### src/rtl/base_rdemux.sv
// Registered one-hot demultiplexer: one single-entry output register per way.
// Optional select checking is compiled in with `define BASE_RDEMUX_CHK_EN.
module base_rdemux #(
  parameter int ways  = 2,
  parameter int width = 1
) (
  input  logic                     clk,
  input  logic                     reset,
  input  logic                     i_v,
  input  logic [0:width-1]         i_d,
  input  logic [0:ways-1]          i_sel,
  output logic                     i_r,
  output logic [0:ways-1]          o_v,
  output logic [0:(ways*width)-1]  o_d,
  input  logic [0:ways-1]          o_r,
  output logic                     o_err,
  output logic [0:7]               o_errcnt
);

  function automatic logic [0:ways-1] lowest_set(input logic [0:ways-1] s);
    logic [0:ways-1] r;
    logic            found;
    r     = {ways{1'b0}};
    found = 1'b0;
    for (int k = 0; k < ways; k++) begin
      r[k]  = s[k] & ~found;
      found = found | s[k];
    end
    return r;
  endfunction

  logic [0:ways-1]         full_q, full_d;
  logic [0:(ways*width)-1] data_q, data_d;
  logic [0:ways-1]         sel_eff_s;
  logic [0:ways-1]         room_s;
  logic                    illegal_s;
  logic                    take_s;

`ifdef BASE_RDEMUX_CHK_EN
  function automatic logic is_onehot(input logic [0:ways-1] s);
    logic seen;
    logic multi;
    seen  = 1'b0;
    multi = 1'b0;
    for (int k = 0; k < ways; k++) begin
      multi = multi | (seen & s[k]);
      seen  = seen | s[k];
    end
    return seen & ~multi;
  endfunction

  assign illegal_s = ~is_onehot(i_sel);
`else
  assign illegal_s = 1'b0;
`endif

  // Ready: an illegal select is always swallowed; a legal one needs room in its way.
  always_comb begin
    sel_eff_s = illegal_s ? {ways{1'b0}} : lowest_set(i_sel);
    room_s    = sel_eff_s & (~full_q | o_r);
    i_r       = ~reset & (illegal_s | (|room_s));
    take_s    = i_v & i_r;
  end

  // Next state of the per-way registers; a load wins over a same-cycle drain.
  always_comb begin
    full_d = full_q;
    data_d = data_q;
    for (int k = 0; k < ways; k++) begin
      if (take_s && sel_eff_s[k]) begin
        full_d[k]                 = 1'b1;
        data_d[k*width +: width]  = i_d;
      end else if (full_q[k] && o_r[k]) begin
        full_d[k] = 1'b0;
      end else begin
        full_d[k] = full_q[k];
      end
    end
  end

  // Per-way output registers.
  always_ff @(posedge clk) begin
    if (reset) begin
      full_q <= {ways{1'b0}};
      data_q <= {(ways*width){1'b0}};
    end else begin
      full_q <= full_d;
      data_q <= data_d;
    end
  end

  assign o_v = full_q;
  assign o_d = data_q;

`ifdef BASE_RDEMUX_CHK_EN
  logic       err_q, err_d;
  logic [0:7] cnt_q, cnt_d;

  // Sticky error flag and saturating count of dropped beats.
  always_comb begin
    if (i_v && i_r && illegal_s) begin
      err_d = 1'b1;
      cnt_d = (cnt_q == 8'd255) ? cnt_q : cnt_q + 8'd1;
    end else begin
      err_d = err_q;
      cnt_d = cnt_q;
    end
  end

  // Error state registers.
  always_ff @(posedge clk) begin
    if (reset) begin
      err_q <= 1'b0;
      cnt_q <= 8'd0;
    end else begin
      err_q <= err_d;
      cnt_q <= cnt_d;
    end
  end

  assign o_err    = err_q;
  assign o_errcnt = cnt_q;
`else
  assign o_err    = 1'b0;
  assign o_errcnt = 8'd0;
`endif

endmodule

### config.mk
export PLATFORM = sky130hd
export DESIGN_NAME = base_rdemux
export DESIGN_NICKNAME = d
export VERILOG_FILES = /design/src/rtl/base_rdemux.sv
export SDC_FILE = /design/constraint.sdc
export NUM_CORES = 1
export LEC_CHECK = 0
export CAP_MARGIN = 20
export CORE_AREA = 4 4 41 43
export DETAILED_ROUTE_END_ITERATION = 8
export DIE_AREA = 0 0 45 47
export HOLD_SLACK_MARGIN = 0.15
export SLEW_MARGIN = 20
export SYNTH_ARGS = -nofsm -noshare
export SYNTH_HDL_FRONTEND = slang
export SYNTH_SLANG_ARGS = --single-unit
### constraint.sdc
create_clock -name clk -period 1.3 [get_ports clk]
set_clock_uncertainty 0.2 [all_clocks]
set_input_delay 0.13 -clock clk [delete_from_list [all_inputs] [get_ports clk]]
set_output_delay 0.13 -clock clk [all_outputs]
set_load 0.01 [all_outputs]
==> results.md <==
* Final hold vios at 0
* First-pass iteration count of the detailed router at 2
* Synthesized cell area at 251 um2
* Final Power at 0.379 mW
* Initial Util at 19.3%
* CTS root buffer: clkbuf_4
* Fmax at 761 MHz
* WP data required at 970 ps
* GRT overflow at 0
* Ports at 22
* CTS tree: yes
* Max VDD drop at just over 500 uV
* Most common cell in the synthesized netlist: buf_4
* Final #Nets at 62
* Yosys warnings at 0
* Largest net degree at the start of global routing at 6
* Kind of critical path: flop to primary output
* Row Count at 13
* Core area at ~0.0013 mm2
* Ys async rst share at 0%
* Post-CTS Hold Buffers at 0
* GR Util All Layers at 6.80%
* Distinct cell type count after synthesis at 14
* Fraction of layout cells with a size suffix above 1 at between 30% and 40%
* Worst setup margin at -14.8 ps
* Worst hold path class: input pin to flop
* Synth Instances at 31
* Worst Setup End Kind: primary output
* Wire length of the first global-routing pass at 959 um
* Period utilization at 101%
* Post-Syn Area per Cell at 8.11 um2
* NetSw at ~0.097 mW
* Logic pwr share at 23.1%
* Initial DRC count at 1
* Sequential fraction of design power at 35.2%
* Die Wd at 45 um
* Post-synth EDFFs at 0
* Leak at between 0.2 and 0.3 nW
* Clock share of power at about two fifths
* Clk_lat worst skew at 230 ps
* Clock Sink Count at 4
* Critical-path cell list: nand2b_4 -> a22oi_2 -> nor2_1 -> buf_2
* Register area share after synthesis at 31.8%
* Pwr per Cell Area at 836 mW/mm2
* I/O Buffers at 12
* Routed wire length per instance at 9.93 um
* Crit path max-delay cell type: dfxtp_2
* Synth Register Bits at 4
* Sequential standard cell area at 82.6 um2
* Avg Vias per Cell at 3.84
* Post-placement cell count at 62
* Placer Congestion at 0.710
* Failing checks: setup timing
* ANT cells at 0
* Slowest stage delay, CP at ~340 ps
* Routed Antenna Nets at 0
* Crit-path max FO at 2
* Most instantiated cells after synthesis: 9 x buf_4, 4 x dfxtp_1, 4 x nand2b_1
* Sw Share at 25.7%
* WL final at 665 um
* Clock buffer count from CTS at 3
* P&R area growth vs syn at 80.1%
* Final setup fails at 1
* Initial antenna violation count at 0
* Finished Layout Cells at 67
* Status: complete, but fails checks
* Synth top area share at 31.8%
* Dpl hpwl at just over 500 um
* Via count at around 260
* Fillcell total at 142
* Post-synth top flop: dfxtp_1
* Max-Cap Viols at 0
* WP data arrival at a little under 1000 ps
* Residual DRC at 0
* H-tree depth at 1
* Vias in the first global route at 240
* Synth area leaders: dfxtp_1 32%, buf_4 27%, nand2b_1 10%, a21oi_1 6.0%, mux2i_1 4.0%
* Worst Setup Start Kind: flop
* Internal power at 0.281 mW
* Final Critical Period at 1310 ps
* Max Buffers Root-to-Sink at 2
* Multi-input logic area at 159 um2
* Clock transition at the registers of the reported paths at 40 ps
* Die Y-Extent at around 47 um
* Slew Limit Fails at 0
* Die ar. at 0.00212 mm2
* RSZ-0062 raised after global routing: yes
* Area leader, netlist: dfxtp_1
==> metrics by stage <==
stage	instance area [um2]	hold slack (ps)	setup WS, ps	util, %	TNS [ps]
after global routing	453	97.6	-89.2	34.8	-89.2
after global placement	390	269	-476	30.0	-598
after detailed placement	390	275	-490	30.0	-648
after floorplan	282	-0.934	273	-	0
final	453	77.9	-14.8	34.8	-14.8
after CTS	424	278	-55.5	32.6	-55.5
==> critical path: cells and delay by family (launching register included) <==
kind / cells / cell delay [ps]
AOI/OAI and AO/OA: 1 / 160
and+or+nand+nor: 2 / 120
buffers and inverters: 1 / 130
DFF: 1 / 340
==> repair_timing <==
item / CTS / global route
gates cloned: 0 / 0
gates resized for setup: 14 / 5
setup buffers: 0 / 2
pin swaps: 0 / 2
endpoints found under the setup margin: 5 / 1
endpoints found under the hold margin: 0 / 3
==> registers in the layout, indices dropped and copies added (netlist names) <==
| name | count |
|---|---|
| o_d | 2 |
| o_v | 2 |
==> area by class of cell <==
class                   count  area share [%]
clock buffers               3            4.97
repair buffers             19            37.6
multi-input cells          26            35.1
well taps                  15            4.14
flip-flops and latches      4            18.2
==> layer usage <==
| layer | GRT usage, % | wire length (um) |
|---|---|---|
| met1 | 6.62 | 270 |
| met2 | 9.60 | 292 |
| met3 | 6.51 | 103 |
| met4 | 3.51 | 0 |
| met5 | 0 | 0 |
==> cells by family (layout without fill, tap and decap cells) <==
group | after synthesis | after routing | synth area share (%)
other cells | 1 | 9 | 1.49
simple gates | 11 | 11 | 24.9
flops | 4 | 4 | 31.8
mux | 1 | 1 | 3.98
compound gates | 5 | 5 | 10.9
buf+inv | 9 | 22 | 26.9
==> power by group through the flow <==
stage	sequential [mW]	combinational (mW)	clock, mW
final	0.133	0.0875	0.158
after detailed placement	0.133	0.0850	0
after global placement	0.133	0.0844	0
after global routing	0.134	0.0955	0.179
after floorplan	0.136	0.0488	0
after CTS	0.133	0.0842	0.161
==> worst paths after layout <==
check | startpoint | to | slack, ps | cells after the start
setup / recovery | o_v[1]$_SDFFE_PP0P_ | i_r | -10 | 4
setup reg to reg | o_v[0]$_SDFFE_PP0P_ | o_d[0]$_SDFFE_PP0P_ | 230 | 4
hold reg to reg | o_d[0]$_SDFFE_PP0P_ | o_d[0]$_SDFFE_PP0P_ | 270 | 2
hold / removal | o_r[0] | o_d[0]$_SDFFE_PP0P_ | 80 | 4
==> placed cells by master (no fill, tap or decap), types with 3 or more instances in the layout <==
cell type / Yosys / layout
buf_4: 9 / 7
clkdlybuf4s50_1: 0 / 3
dlygate4sd2_1: 0 / 4
dlymetal6s2s_1: 0 / 3
clkbuf_4: 0 / 3
conb_1: 1 / 9
a21oi_1: 3 / 3
No activity file was read; power rests on OpenSTA's default activity.
